### src/rtl/seg7_pkg.sv
// Shared 7-segment definitions: active-low glyphs (bits6:0 = g..a), scan FSM states, slot record.
package seg7_pkg;

    localparam logic [6:0] GLYPH_0     = 7'h40;
    localparam logic [6:0] GLYPH_1     = 7'h79;
    localparam logic [6:0] GLYPH_2     = 7'h24;
    localparam logic [6:0] GLYPH_3     = 7'h30;
    localparam logic [6:0] GLYPH_4     = 7'h19;
    localparam logic [6:0] GLYPH_5     = 7'h12;
    localparam logic [6:0] GLYPH_6     = 7'h02;
    localparam logic [6:0] GLYPH_7     = 7'h78;
    localparam logic [6:0] GLYPH_8     = 7'h00;
    localparam logic [6:0] GLYPH_9     = 7'h10;
    localparam logic [6:0] GLYPH_A     = 7'h08;
    localparam logic [6:0] GLYPH_B     = 7'h03;
    localparam logic [6:0] GLYPH_C     = 7'h46;
    localparam logic [6:0] GLYPH_D     = 7'h21;
    localparam logic [6:0] GLYPH_E     = 7'h06;
    localparam logic [6:0] GLYPH_F     = 7'h0E;
    localparam logic [6:0] GLYPH_BLANK = 7'h7F;

    typedef enum logic [1:0] {WAIT, SETTLING, HOLD} scan_state_t;

    typedef struct packed {
        logic [3:0] nibble;
        logic       err;
        logic       blank;
        logic       dp;
    } slot_t;

endpackage

### src/rtl/seg7_glyph_decode.sv
// Inverse of the glyph encoder: active-low 7-bit pattern -> {nibble, err, blank}.
module seg7_glyph_decode
    import seg7_pkg::*;
(
    input  logic [6:0] pattern,
    output logic [3:0] nibble,
    output logic       err,
    output logic       blank
);

    always_comb begin
        nibble = 4'h0;
        err    = 1'b0;
        blank  = 1'b0;
        case (pattern)
            GLYPH_0:     nibble = 4'h0;
            GLYPH_1:     nibble = 4'h1;
            GLYPH_2:     nibble = 4'h2;
            GLYPH_3:     nibble = 4'h3;
            GLYPH_4:     nibble = 4'h4;
            GLYPH_5:     nibble = 4'h5;
            GLYPH_6:     nibble = 4'h6;
            GLYPH_7:     nibble = 4'h7;
            GLYPH_8:     nibble = 4'h8;
            GLYPH_9:     nibble = 4'h9;
            GLYPH_A:     nibble = 4'hA;
            GLYPH_B:     nibble = 4'hB;
            GLYPH_C:     nibble = 4'hC;
            GLYPH_D:     nibble = 4'hD;
            GLYPH_E:     nibble = 4'hE;
            GLYPH_F:     nibble = 4'hF;
            GLYPH_BLANK: blank  = 1'b1;
            default:     err    = 1'b1;
        endcase
    end

endmodule

### src/rtl/seg7_scan_decoder.sv
// Snoops a multiplexed active-low 7-segment bus, debounces each digit dwell and
// assembles decoded frames of NUM_DIGITS nibbles with per-digit err/blank/dp flags.
module seg7_scan_decoder
    import seg7_pkg::*;
#(
    parameter int NUM_DIGITS = 6,
    parameter int SETTLE     = 4,
    parameter int TIMEOUT    = 1024
) (
    input  logic [1:0]              KEY,
    input  logic [7:0]              SEG,
    input  logic [NUM_DIGITS-1:0]   DIG,
    output logic [4*NUM_DIGITS-1:0] VALUE,
    output logic                    FRAME_VALID,
    output logic [NUM_DIGITS-1:0]   ERR,
    output logic [NUM_DIGITS-1:0]   BLANK,
    output logic [NUM_DIGITS-1:0]   DP,
    output logic                    TIMEOUT_FLAG
);

    localparam int CW = $clog2(SETTLE + 1);
    localparam int TW = $clog2(TIMEOUT);

    logic gclk, grst_n;
    assign gclk   = KEY[1];
    assign grst_n = KEY[0];

    scan_state_t                  state;
    logic [CW-1:0]                cnt;
    logic [TW-1:0]                idle_cnt;
    logic [7+NUM_DIGITS:0]        s_q;
    logic [NUM_DIGITS-1:0]        seen, seen_nx, sel;
    slot_t [NUM_DIGITS-1:0]       slots, slots_nx, frame;
    slot_t                        cur;
    logic                         legal, same, accept, frame_done;
    logic [3:0]                   dec_nib;
    logic                         dec_err, dec_blank;

    seg7_glyph_decode u_dec (
        .pattern (SEG[6:0]),
        .nibble  (dec_nib),
        .err     (dec_err),
        .blank   (dec_blank)
    );

    assign sel    = ~DIG;
    assign legal  = ($countones(sel) == 1);
    assign same   = ({SEG, DIG} == s_q);
    // The edge that would lift the count to SETTLE is the accept edge.
    assign accept = legal && (state == SETTLING) && same && (cnt == CW'(SETTLE - 1));
    assign cur    = '{nibble: dec_nib, err: dec_err, blank: dec_blank, dp: ~SEG[7]};

    for (genvar i = 0; i < NUM_DIGITS; i++) begin : g_lane
        assign slots_nx[i]       = (accept && sel[i]) ? cur : slots[i];
        assign VALUE[4*i +: 4]   = frame[i].nibble;
        assign ERR[i]            = frame[i].err;
        assign BLANK[i]          = frame[i].blank;
        assign DP[i]             = frame[i].dp;
    end

    assign seen_nx    = seen | (accept ? sel : '0);
    assign frame_done = accept && (&seen_nx);

    always_ff @(posedge gclk or negedge grst_n) begin
        if (!grst_n) begin
            state <= WAIT;
            cnt   <= '0;
            s_q   <= '0;
        end else begin
            s_q <= {SEG, DIG};
            if (!legal) begin
                state <= WAIT;
                cnt   <= '0;
            end else begin
                case (state)
                    WAIT: begin
                        state <= SETTLING;
                        cnt   <= CW'(1);
                    end
                    SETTLING: begin
                        if (!same) begin
                            cnt <= CW'(1);
                        end else begin
                            cnt <= cnt + 1'b1;
                            if (accept) state <= HOLD;
                        end
                    end
                    HOLD: begin
                        if (!same) begin
                            state <= SETTLING;
                            cnt   <= CW'(1);
                        end
                    end
                    default: begin
                        state <= WAIT;
                        cnt   <= '0;
                    end
                endcase
            end
        end
    end

    always_ff @(posedge gclk or negedge grst_n) begin
        if (!grst_n) begin
            slots        <= '0;
            frame        <= '0;
            seen         <= '0;
            idle_cnt     <= '0;
            FRAME_VALID  <= 1'b0;
            TIMEOUT_FLAG <= 1'b0;
        end else begin
            FRAME_VALID <= 1'b0;
            slots       <= slots_nx;
            if (accept)
                idle_cnt <= '0;
            else if (idle_cnt != TW'(TIMEOUT - 1))
                idle_cnt <= idle_cnt + 1'b1;

            // An accept always wins over a timeout on the same edge.
            if (frame_done) begin
                frame        <= slots_nx;
                seen         <= '0;
                FRAME_VALID  <= 1'b1;
                TIMEOUT_FLAG <= 1'b0;
            end else if (accept) begin
                seen <= seen_nx;
            end else if (idle_cnt == TW'(TIMEOUT - 1) && seen != '0) begin
                seen         <= '0;
                TIMEOUT_FLAG <= 1'b1;
            end
        end
    end

endmodule

### config.mk
export PLATFORM = sky130hd
export DESIGN_NAME = seg7_scan_decoder
export DESIGN_NICKNAME = d
export VERILOG_FILES = /design/src/rtl/seg7_pkg.sv /design/src/rtl/seg7_glyph_decode.sv /design/src/rtl/seg7_scan_decoder.sv
export SDC_FILE = /design/constraint.sdc
export NUM_CORES = 1
export LEC_CHECK = 0
export BUFFER_PORTS_ARGS = -buffer_cell sky130_fd_sc_hd__buf_2
export CAP_MARGIN = 20
export CORE_MARGIN = 1
export CORE_UTILIZATION = 45
export CTS_CLUSTER_SIZE = 24
export DETAILED_ROUTE_END_ITERATION = 7
export HOLD_SLACK_MARGIN = 0.1
export PLACE_DENSITY = 0.71
export SKIP_CTS_REPAIR_TIMING = 1
export SLEW_MARGIN = 20
export SYNTH_ARGS = -nofsm -noshare
export SYNTH_HDL_FRONTEND = slang
export SYNTH_SLANG_ARGS = --single-unit
### constraint.sdc
create_clock -name KEY -period 3.4 [get_ports KEY]
set_input_delay 0.17 -clock KEY [delete_from_list [all_inputs] [get_ports KEY]]
set_output_delay 0.17 -clock KEY [all_outputs]
set_load 0.05 [all_outputs]
==> run summary, run 1 <==
==========================================================================================
Layout Nets                                                                            675
Die area                                                                        0.0137 mm²
Pre-CTS setup slack                                                                -218 ps
Total DRC errors in the routed layout                                                    0
Combinational family with the most area after synthesis                       compound AO/OA/AOI/OAI gates
Slew Limit Fails                                                                         0
Required time reported for the critical path endpoint                              3720 ps
Violated checks                                                               negative hold slack
Post-Route Skew                                                                    12.7 ps
F_max                                                                            0.305 GHz
Simple-Gate Fraction of Synth Area                                                   14.6%
Core ar.                                                                        0.0128 mm²
Count of endpoints failing setup in the final report                                     0
Share of final-layout standard cells stronger than drive strength 1                  26.2%
Worst setup EP type                                                              flip-flop
Number of storage elements in the synthesis netlist                                    121
Count of standard-cell rows                                                             41
Clock network latency to the later pin of the worst-skew pair                       430 ps
CTS tree                                                                              done
Number of max-cap violations                                                             0
Starting density of the core                                                         46.6%
End-of-flow core utilization                                                         61.3%
Post-route ant nets                                                                      0
Share of synthesized flip-flops with an asynchronous set or reset                     100%
Routability-driven placement congestion ratio                                        0.817
DR iter-0 viols                                                                        534
Net count of the mapped netlist                                                        593
Most used DFF post-synth                                                      sky130_fd_sc_hd__dfrtp_1
Area share of the largest cell type after synthesis                                  50.9%
Category of the most critical setup path                                      input pin to flip-flop
Total routing usage reported by global routing                                       26.2%
Die Y                                                                               117 µm
Top Ports                                                                               60
Routed vias                                                                          4,981
Worst setup margin                                                                  118 ps
Share of synthesized cell area in full adder, half adder and majority cells          1.85%
Final hold violations                                                                  121
Post-synthesis xor/xnor area fraction                                                3.07%
Width of the die                                                                    117 µm
RSZ-0062 raised after global routing                                                 false
Worst min-delay path class                                                    clock port to async pin
Leftover overflow at the end of global routing                                           0
Cell Area, Synth                                                               0.00595 mm²
Total power per unit cell area                                                  757 mW/mm²
Area of combinational cells with multiple inputs                               0.00263 mm²
Reported leakage power                                                          0.00358 µW
Area Growth Syn to Fin                                                               31.4%
Slew margin rel.                                                                     47.4%
Initial antenna violation count                                                          0
Maximum net fanout on the critical path                                                 10
Status                                                                        complete, but fails checks
Final hold slack                                                                   -323 ps
Final period utilization                                                             96.5%
Aggregate routed wire length                                                     15,500 µm
Top cell type by total area after synthesis                                   sky130_fd_sc_hd__dfrtp_1
Final total negative setup slack                                                      0 ps
Wire length of the first global-routing pass                                     25,000 µm
Yosys warns                                                                              0
Fin crit period                                                                    3280 ps
Avg Vias per Cell                                                                     5.85
Startpoint Class                                                                 input pin
Number of flops mapped to enable cells by yosys                                          0
Maximum number of pins on one net before global-route repair                            69
First-pass detailed-route iteration total                                                7
HPWL Detailed                                                                      9400 µm
Final antenna diode count                                                                0
Synthesized area per cell                                                         10.4 µm²
Flip-flop and latch area                                                       0.00303 mm²
Port bufs                                                                               58
Largest cells by area after synthesis                                         sky130_fd_sc_hd__dfrtp_1 (51%), sky130_fd_sc_hd__o21ai_0 (10%), sky130_fd_sc_hd__mux2_4 (2.5%)
Critical Path AT                                                                   3600 ps
Gate Count Post-Synth                                                                  570
Least-Margin Pin Slew                                                               789 ps
Clock transition at the registers of the reported paths                              60 ps
Multiplexer area fraction after synthesis                                            6.05%
Sequential cell area fraction in the yosys report                                    50.9%
Filler cell count in the final layout                                                  966
Wirelength per Cell                                                                18.2 µm
Via count of the first global-routing pass                                           5,180
Number of different library cells in the post-synthesis netlist                         74
Peak supply drop                                                                    393 µV
Compound-gate portion of the synthesized area                                        18.6%
==========================================================================================
stage by stage:
step / area, µm² / instances / power (µW) / hold slack [ps]
after floorplan: 5950 / 570 / 1620 / -296
after global routing: 7830 / 852 / 6240 / -317
after CTS: 7740 / 844 / 6040 / -317
after detailed placement: 6400 / 780 / 1680 / -296
final: 7830 / 852 / 5920 / -323
after global placement: 6400 / 780 / 1670 / -296
worst max-delay path, cell delays in order:
cell and delay [ps]:
sky130_fd_sc_hd__buf_2 130, sky130_fd_sc_hd__fa_1 530, sky130_fd_sc_hd__inv_1 50, sky130_fd_sc_hd__fa_1 440, sky130_fd_sc_hd__ha_1 210, sky130_fd_sc_hd__fa_1 460
sky130_fd_sc_hd__or3b_4 410, sky130_fd_sc_hd__and4bb_2 320, sky130_fd_sc_hd__and4_1 280, sky130_fd_sc_hd__buf_12 150, sky130_fd_sc_hd__nand2_1 180, sky130_fd_sc_hd__o21ai_0 280
final timing paths:
path                          start        end  slack [ps]  cells past startpoint
max                          DIG[0]  slots[14]         120                     12
min                          KEY[0]  slots[26]        -320                      2
max reg2reg                  s_q[8]      DP[0]        1100                      6
min reg2reg                BLANK[0]   BLANK[0]         490                      1
max in group asynchronous    KEY[0]  slots[36]        3600                      2
min in group KEY             DIG[4]     s_q[4]         130                      2
area by class of cell:
cell class / count / share of cell area, %
Clock inverter: 26 / 5.63
Sequential cell: 121 / 38.7
Inverter: 11 / 0.624
Tap cell: 172 / 2.75
Clock buffer: 38 / 11.6
Timing Repair Buffer: 88 / 7.16
Multi-Input combinational cell: 396 / 33.6
per-layer routing:
metal | vias to the layer above | track usage, % | part of all wire, %
met5 | - | 0 | 0
met4 | 0 | 23.6 | 3.2
met3 | 46 | 15.7 | 8.2
met2 | 242 | 36.1 | 47
met1 | 2447 | 28.1 | 41
li1 | 2246 | - | -
placed cells by master, fill, tap and decap left out, types with 4 or more instances in the layout:
cell / count
sky130_fd_sc_hd__dfrtp_1: 121
sky130_fd_sc_hd__o21ai_0: 121
sky130_fd_sc_hd__buf_2: 58
sky130_fd_sc_hd__clkbuf_16: 34
sky130_fd_sc_hd__nand2_1: 31
sky130_fd_sc_hd__nor2_1: 21
sky130_fd_sc_hd__buf_4: 20
sky130_fd_sc_hd__o21ai_1: 19
sky130_fd_sc_hd__nand3_1: 19
sky130_fd_sc_hd__nand2b_1: 15
sky130_fd_sc_hd__a21oi_1: 15
sky130_fd_sc_hd__mux2i_1: 12
sky130_fd_sc_hd__xnor2_1: 11
sky130_fd_sc_hd__bufinv_16: 11
sky130_fd_sc_hd__nand4_1: 10
sky130_fd_sc_hd__mux2_4: 10
sky130_fd_sc_hd__xor2_1: 8
sky130_fd_sc_hd__dlygate4sd3_1: 8
sky130_fd_sc_hd__inv_1: 7
sky130_fd_sc_hd__a31oi_1: 7
sky130_fd_sc_hd__and4_1: 6
sky130_fd_sc_hd__o211ai_1: 6
sky130_fd_sc_hd__mux2_2: 6
sky130_fd_sc_hd__o31ai_1: 6
sky130_fd_sc_hd__nor3_1: 5
sky130_fd_sc_hd__clkinv_1: 4
sky130_fd_sc_hd__nand3b_1: 4
sky130_fd_sc_hd__ha_1: 4
sky130_fd_sc_hd__clkinv_4: 4
sky130_fd_sc_hd__clkbuf_8: 4
sequential cells by signal (all words and copies together) (netlist names):
register and flops:
FRAME_VALID 1, TIMEOUT_FLAG 1, seen 6, DP 6, ERR 6, s_q 14, cnt 3, slots 42
idle_cnt 10, BLANK 6, VALUE 24, state 2
power by group:
group / total (µW) / internal, µW / switching, µW
combinational: 216 / 88.0 / 128
clock: 4260 / 2760 / 1500
sequential: 1450 / 1430 / 21.0
Yosys cell counts, types with 4 or more instances:
| library cell | number |
|---|---|
| sky130_fd_sc_hd__nand2_1 | 31 |
| sky130_fd_sc_hd__o211ai_1 | 6 |
| sky130_fd_sc_hd__buf_4 | 4 |
| sky130_fd_sc_hd__o31ai_1 | 6 |
| sky130_fd_sc_hd__mux2_4 | 10 |
| sky130_fd_sc_hd__nand3_1 | 19 |
| sky130_fd_sc_hd__mux2_2 | 6 |
| sky130_fd_sc_hd__xnor2_1 | 11 |
| sky130_fd_sc_hd__nand4_1 | 10 |
| sky130_fd_sc_hd__o21ai_0 | 121 |
| sky130_fd_sc_hd__nand2b_1 | 15 |
| sky130_fd_sc_hd__mux2i_1 | 12 |
| sky130_fd_sc_hd__inv_1 | 7 |
| sky130_fd_sc_hd__nor3_1 | 5 |
| sky130_fd_sc_hd__o21ai_1 | 19 |
| sky130_fd_sc_hd__clkbuf_1 | 20 |
| sky130_fd_sc_hd__ha_1 | 4 |
| sky130_fd_sc_hd__nand3b_1 | 4 |
| sky130_fd_sc_hd__buf_6 | 5 |
| sky130_fd_sc_hd__buf_2 | 10 |
| sky130_fd_sc_hd__a31oi_1 | 7 |
| sky130_fd_sc_hd__dfrtp_1 | 121 |
| sky130_fd_sc_hd__a21oi_1 | 15 |
| sky130_fd_sc_hd__xor2_1 | 8 |
| sky130_fd_sc_hd__nor2_1 | 21 |
| sky130_fd_sc_hd__and4_1 | 6 |
cell families (layout without fill, tap and decap cells):
family | Yosys count | count (layout)
AND/OR/NAND/NOR | 146 | 146
adder cells (fa/ha/maj) | 7 | 7
multiplexers | 30 | 30
XOR/XNOR | 20 | 20
flip-flops | 121 | 121
buffers and inverters | 53 | 163
AO/OA/AOI/OAI | 193 | 193
Power figures use the tool's default switching activity.
==> run 2, diff against run 1 <==
PLACE_DENSITY = 0.69   (was 0.71)
clock period = 3.1 ns   (was 3.4 ns; I/O delays follow)
==> run 2 against run 1 <==
Against the previous run:
- the run ends with negative hold slack, negative setup slack left
- global-route usage up 0.15 points
- first-iteration DRC count shrank 40%
- critical path depth increased by 1
- power is 0.40% higher
- sequential share of layout area decreased by 1.2 points
- via count rose by 0.34%
- largest cell class unchanged
==> run summary, run 2 (synthesis results as in run 1) <==
==================================================================================
Status                                                                complete, but fails checks
Violated checks                                                       negative hold slack, negative setup slack
RSZ-0062 raised after global routing                                          true
Least-Margin Pin Slew                                                       805 ps
Critical Path AT                                                           3390 ps
Routability-driven placement congestion ratio                                0.839
Share of final-layout standard cells stronger than drive strength 1          34.5%
Port bufs                                                                       58
Total routing usage reported by global routing                               26.4%
Count of endpoints failing setup in the final report                             9
Width of the die                                                            117 µm
Worst setup EP type                                                      flip-flop
Starting density of the core                                                 46.6%
Pre-CTS setup slack                                                        -685 ps
Slew margin rel.                                                             46.3%
Gate power share                                                              4.2%
Required time reported for the critical path endpoint                      3360 ps
Layout Nets                                                                    683
Area Growth Syn to Fin                                                       35.6%
Leading cell type in the layout, fill and taps excluded               sky130_fd_sc_hd__dfrtp_1
Startpoint Class                                                         input pin
Initial antenna violation count                                                  0
Final antenna diode count                                                        0
Peak supply drop                                                            616 µV
Total power per unit cell area                                          736 mW/mm²
Maximum net fanout on the critical path                                         24
Category of the most critical setup path                              input pin to flip-flop
Part of the total power dissipated in the clock network                      69.2%
Fin crit period                                                            3130 ps
HPWL Detailed                                                              9510 µm
Final period utilization                                                      101%
Switching portion of total power                                             29.9%
DR iter-0 viols                                                                319
Post-Route Skew                                                            6.46 ps
Wirelength per Cell                                                        18.7 µm
CTS tree                                                                      done
Cell Int Power                                                             4170 µW
Routed vias                                                                  4,998
Worst min-delay path class                                            clock port to async pin
Count of standard-cell rows                                                     41
Number of max-cap violations                                                     0
Post-route ant nets                                                              0
Psw                                                                        1780 µW
F_max                                                                    0.319 GHz
Final total negative setup slack                                           -149 ps
Final hold slack                                                           -319 ps
Leftover overflow at the end of global routing                                   0
Aggregate routed wire length                                             16,000 µm
Register with the most flip-flops                                            slots
Total DRC errors in the routed layout                                            0
Maximum number of pins on one net before global-route repair                    38
First-pass detailed-route iteration total                                        7
Commonest cells after routing, fill and taps aside                    sky130_fd_sc_hd__dfrtp_1 (121), sky130_fd_sc_hd__o21ai_1 (83), sky130_fd_sc_hd__buf_2 (57), sky130_fd_sc_hd__clkbuf_16 (37), sky130_fd_sc_hd__o21ai_2 (35)
Post-Place Cells                                                               779
Top Ports                                                                       60
Die Y                                                                       117 µm
Via count of the first global-routing pass                                   5,286
Total design power                                                         5950 µW
Fraction of power consumed by sequential logic                               26.7%
Slew Limit Fails                                                                 0
Die area                                                                0.0137 mm²
Avg Vias per Cell                                                             5.82
Finished Layout Cells                                                          859
Wire length of the first global-routing pass                             25,500 µm
Reported leakage power                                                  0.00362 µW
Flip-flop count of the largest register, all copies and words added             42
Final hold violations                                                          121
Worst setup margin                                                        -34.0 ps
Clock network latency to the later pin of the worst-skew pair               420 ps
Clock transition at the registers of the reported paths                      50 ps
Core ar.                                                                0.0128 mm²
==================================================================================
[run 2: power groups by stage]
stage          registers [µW]  clock network (µW)  logic (µW)
6_report                 1590                4110         247
5_1_grt                  1590                4430         271
4_1_cts                  1590                4230         227
3_5_place_dp             1620                   0         224
3_3_place_gp             1620                   0         217
2_1_floorplan            1620                   0         161
[run 2: layer usage]
metal	global-route usage, %	vias up	share of wire (%)
li1	-	2281	-
met1	29.2	2484	43
met2	37.9	198	49
met3	14.7	35	6.2
met4	19.7	0	2.4
met5	0	-	0
[run 2: worst paths after layout]
check                           from        end  slack (ps)  cells past startpoint
max                           DIG[0]  slots[12]         -30                     13
min                           KEY[0]    seen[2]        -320                      2
max reg2reg                   s_q[8]   BLANK[0]         770                      6
min reg2reg                slots[11]  slots[11]         490                      2
max in group asynchronous     KEY[0]     ERR[5]        3310                      2
min in group KEY              DIG[5]     s_q[5]         130                      2
[run 2: final cells by class]
cell class / count / area, µm²
Fill cell: 976 / 4700
Sequential cell: 121 / 3030
Multi-Input combinational cell: 397 / 2880
Clock buffer: 39 / 900
Timing Repair Buffer: 95 / 718
Clock inverter: 24 / 275
Tap cell: 172 / 215
Inverter: 11 / 53.8
[run 2: worst max-delay path, stage by stage]
cell and delay (ps):
sky130_fd_sc_hd__buf_6 100, sky130_fd_sc_hd__fa_1 540, sky130_fd_sc_hd__inv_2 40, sky130_fd_sc_hd__fa_1 490, sky130_fd_sc_hd__ha_2 180, sky130_fd_sc_hd__fa_1 430, sky130_fd_sc_hd__or3b_4 380, sky130_fd_sc_hd__and4bb_2 340
sky130_fd_sc_hd__nand4_1 130, sky130_fd_sc_hd__buf_6 200, sky130_fd_sc_hd__buf_12 170, sky130_fd_sc_hd__o21ai_1 130, sky130_fd_sc_hd__o21ai_1 100
[run 2: metrics by stage]
step           cell area [µm²]  util (%)
5_1_grt                   8070      63.2
2_1_floorplan             6040         -
3_5_place_dp              6420      50.3
3_3_place_gp              6420      50.3
6_report                  8070      63.2
4_1_cts                   7600      59.5
==> run 3, diff against run 2 <==
CORE_MARGIN = 2   (was 1)
CTS_BUF_LIST = sky130_fd_sc_hd__clkbuf_16   (was unset)
SLEW_MARGIN = unset   (was 20)
==> run 3 against run 2 <==
Against the previous run:
- the flow still finishes with violations (negative hold slack, negative setup slack)
- combinational power is 2% lower
- sequential power barely moved
- die area is 3.4% higher
- setup slack improved by 2.8 ps
- flip-flop and latch count stayed put
- critical path depth decreased by 2
- core utilization shrank 2.7 points
- critical endpoint is now slots[17]
- count of clock-buffer cells in the layout fell by 5
- clock power is 5.4% higher
- clock skew fell by 0.74 ps
- sequential share of layout area increased by 0.74 points
==> run summary, run 3 (synthesis results as in run 1) <==
========================================================================================
Pre-CTS setup slack                                                              -582 ps
Count of standard-cell rows                                                           42
Number of max-cap violations                                                           0
Commonest cells after routing, fill and taps aside                          sky130_fd_sc_hd__dfrtp_1 (121), sky130_fd_sc_hd__o21ai_1 (78), sky130_fd_sc_hd__buf_2 (58), sky130_fd_sc_hd__o21ai_0 (41), sky130_fd_sc_hd__clkbuf_16 (34)
Finished Layout Cells                                                                856
Timing endpoint of the critical path                                           slots[17]
Peak supply drop                                                                  419 µV
Routed vias                                                                        4,968
Maximum number of pins on one net before global-route repair                          26
Gate power share                                                                    3.9%
Width of the die                                                                  119 µm
Fin crit period                                                                  3130 ps
Port bufs                                                                             58
HPWL Detailed                                                                    9550 µm
Most frequent CP cell                                                       sky130_fd_sc_hd__fa_1
Routability-driven placement congestion ratio                                      0.929
Switching portion of total power                                                   29.4%
CTS tree                                                                            done
Routed wl met3                                                                   1310 µm
Startpoint Class                                                               input pin
Design Area, Final                                                           0.00792 mm²
RSZ-0062 raised after global routing                                                true
Startpoint of the lowest-slack register-to-register path                          s_q[8]
Post-Place Cells                                                                     782
Category of cells accounting for the largest share of critical-path delay    adder cells
Uppermost layer routed                                                              met4
Total routing usage reported by global routing                                     24.5%
Slew Limit Fails                                                                       0
Wirelength per Cell                                                              18.7 µm
Layout Nets                                                                          676
Flip-flop and latch area                                                     0.00303 mm²
Initial antenna violation count                                                        0
CP peak stage delay                                                               530 ps
Total power per unit cell area                                                777 mW/mm²
Category of the most critical setup path                                    input pin to flip-flop
Reported leakage power                                                        0.00355 µW
Top Ports                                                                             60
Cell Int Power                                                                   4340 µW
Standard cell area after detailed placement                                  0.00642 mm²
Slew margin rel.                                                                   45.4%
Leading cell type in the layout, fill and taps excluded                     sky130_fd_sc_hd__dfrtp_1
Via count of the first global-routing pass                                         5,322
Capture point of the worst reg-to-reg path                                     VALUE[22]
First-pass detailed-route iteration total                                              6
Maximum net fanout on the critical path                                                9
F_max                                                                          0.319 GHz
Required time reported for the critical path endpoint                            3420 ps
CP max-delay cell                                                           sky130_fd_sc_hd__fa_1
Final antenna diode count                                                              0
Avg Vias per Cell                                                                   5.80
Final period utilization                                                            101%
Final hold violations                                                                121
Status                                                                      complete, but fails checks
Met1 routed wirelength after detailed routing                                    6500 µm
Part of the total power dissipated in the clock network                            70.3%
Share of final-layout standard cells stronger than drive strength 1                31.6%
Clock network latency to the later pin of the worst-skew pair                     420 ps
Post-route ant nets                                                                    0
Total DRC errors in the routed layout                                                  0
Final hold slack                                                                 -325 ps
Register-to-Register Path Depth                                                        6
Critical Path AT                                                                 3460 ps
CP bufs+invs                                                                           2
Violated checks                                                             negative hold slack, negative setup slack
Clock transition at the registers of the reported paths                            60 ps
Aggregate routed wire length                                                   16,000 µm
Wire length of the first global-routing pass                                   25,500 µm
Fraction of power consumed by sequential logic                                     25.8%
Crit. path cell count                                                                 11
Least-Margin Pin Slew                                                             819 ps
Origin of the worst setup path                                                    DIG[0]
DR iter-0 viols                                                                      411
Post-Route Skew                                                                  5.73 ps
Register with the most flip-flops                                                  slots
Crit-path cells                                                             buf_2, fa_1, inv_1, fa_1, ha_2, fa_1, or3b_4, and4bb_2, and4_4, nand2_1, o21ai_0
Flip-flop count of the largest register, all copies and words added                   42
Die area                                                                      0.0142 mm²
Area of combinational cells with multiple inputs                             0.00278 mm²
Worst min-delay path class                                                  clock port to async pin
Area Growth Syn to Fin                                                             33.0%
Worst setup margin                                                              -31.2 ps
Die Y                                                                             119 µm
Detailed route wirelength on metal2                                              7800 µm
Starting density of the core                                                       45.5%
Core ar.                                                                      0.0131 mm²
R2r setup slk                                                                     840 ps
Leftover overflow at the end of global routing                                         0
Count of endpoints failing setup in the final report                                   6
Psw                                                                              1810 µW
Filler cell count in the final layout                                              1,062
Worst setup EP type                                                            flip-flop
========================================================================================
-- run 3: cell types whose count changed in the layout (fill, tap and decap cells not counted), moves of 4 or more --
cell,delta
sky130_fd_sc_hd__o21ai_1,-5
sky130_fd_sc_hd__o21ai_2,-14
sky130_fd_sc_hd__buf_6,-6
sky130_fd_sc_hd__mux2_4,-6
sky130_fd_sc_hd__clkinvlp_4,+4
sky130_fd_sc_hd__o21ai_0,+19
sky130_fd_sc_hd__mux2_2,+6
-- run 3: cell type report --
cell class	count	share of cell area, %
Sequential cell	121	38.2
Clock inverter	29	4.84
Timing Repair Buffer	88	7.43
Multi-Input combinational cell	396	35.1
Inverter	11	0.680
Clock buffer	34	10.7
Tap cell	176	2.78
Timing Repair inverter	1	0.205
-- run 3: power by group through the flow --
stage	registers [µW]	clock network, µW	logic (µW)
finish	1590	4330	242
global route	1590	4630	266
CTS	1590	4450	227
detailed placement	1620	0	224
global placement	1620	0	217
floorplan	1620	0	161
-- run 3: how the worst min path moves through the flow --
stage	start	to	slack, ps	cells after the start
after detailed placement	KEY[0]	BLANK[0]	-300	0
after CTS	KEY[0]	VALUE[6]	-330	2
after global routing	KEY[0]	VALUE[14]	-330	2
after global placement	KEY[0]	BLANK[0]	-300	0
final	KEY[0]	slots[36]	-320	2
after floorplan	KEY[0]	BLANK[0]	-300	0
-- run 3: metrics by stage --
stage / hold WS (ps) / utilization, % / total power, µW / TNS [ps]
2_1_floorplan: -296 / - / 1780 / -7990
3_3_place_gp: -296 / 49.1 / 1840 / -39150
3_5_place_dp: -296 / 49.1 / 1850 / -47890
4_1_cts: -327 / 58.5 / 6270 / -3380
5_1_grt: -327 / 60.5 / 6490 / -2840
6_report: -325 / 60.5 / 6150 / -70.3
-- run 3: worst register-to-register path, delay by kind of cell (launching register included) --
| family | cells | cell delay, ps |
|---|---|---|
| and+or+nand+nor | 3 | 1130 |
| DFF | 1 | 370 |
| muxes | 1 | 340 |
| xor gates and xnor gates | 1 | 170 |
| buffers and inverters | 1 | 150 |
-- run 3: metal layers --
| layer | up-vias | global-route usage [%] |
|---|---|---|
| met2 | 209 | 34.4 |
| li1 | 2269 | - |
| met4 | 0 | 17.9 |
| met1 | 2447 | 27.4 |
| met5 | - | 0 |
| met3 | 43 | 14.3 |
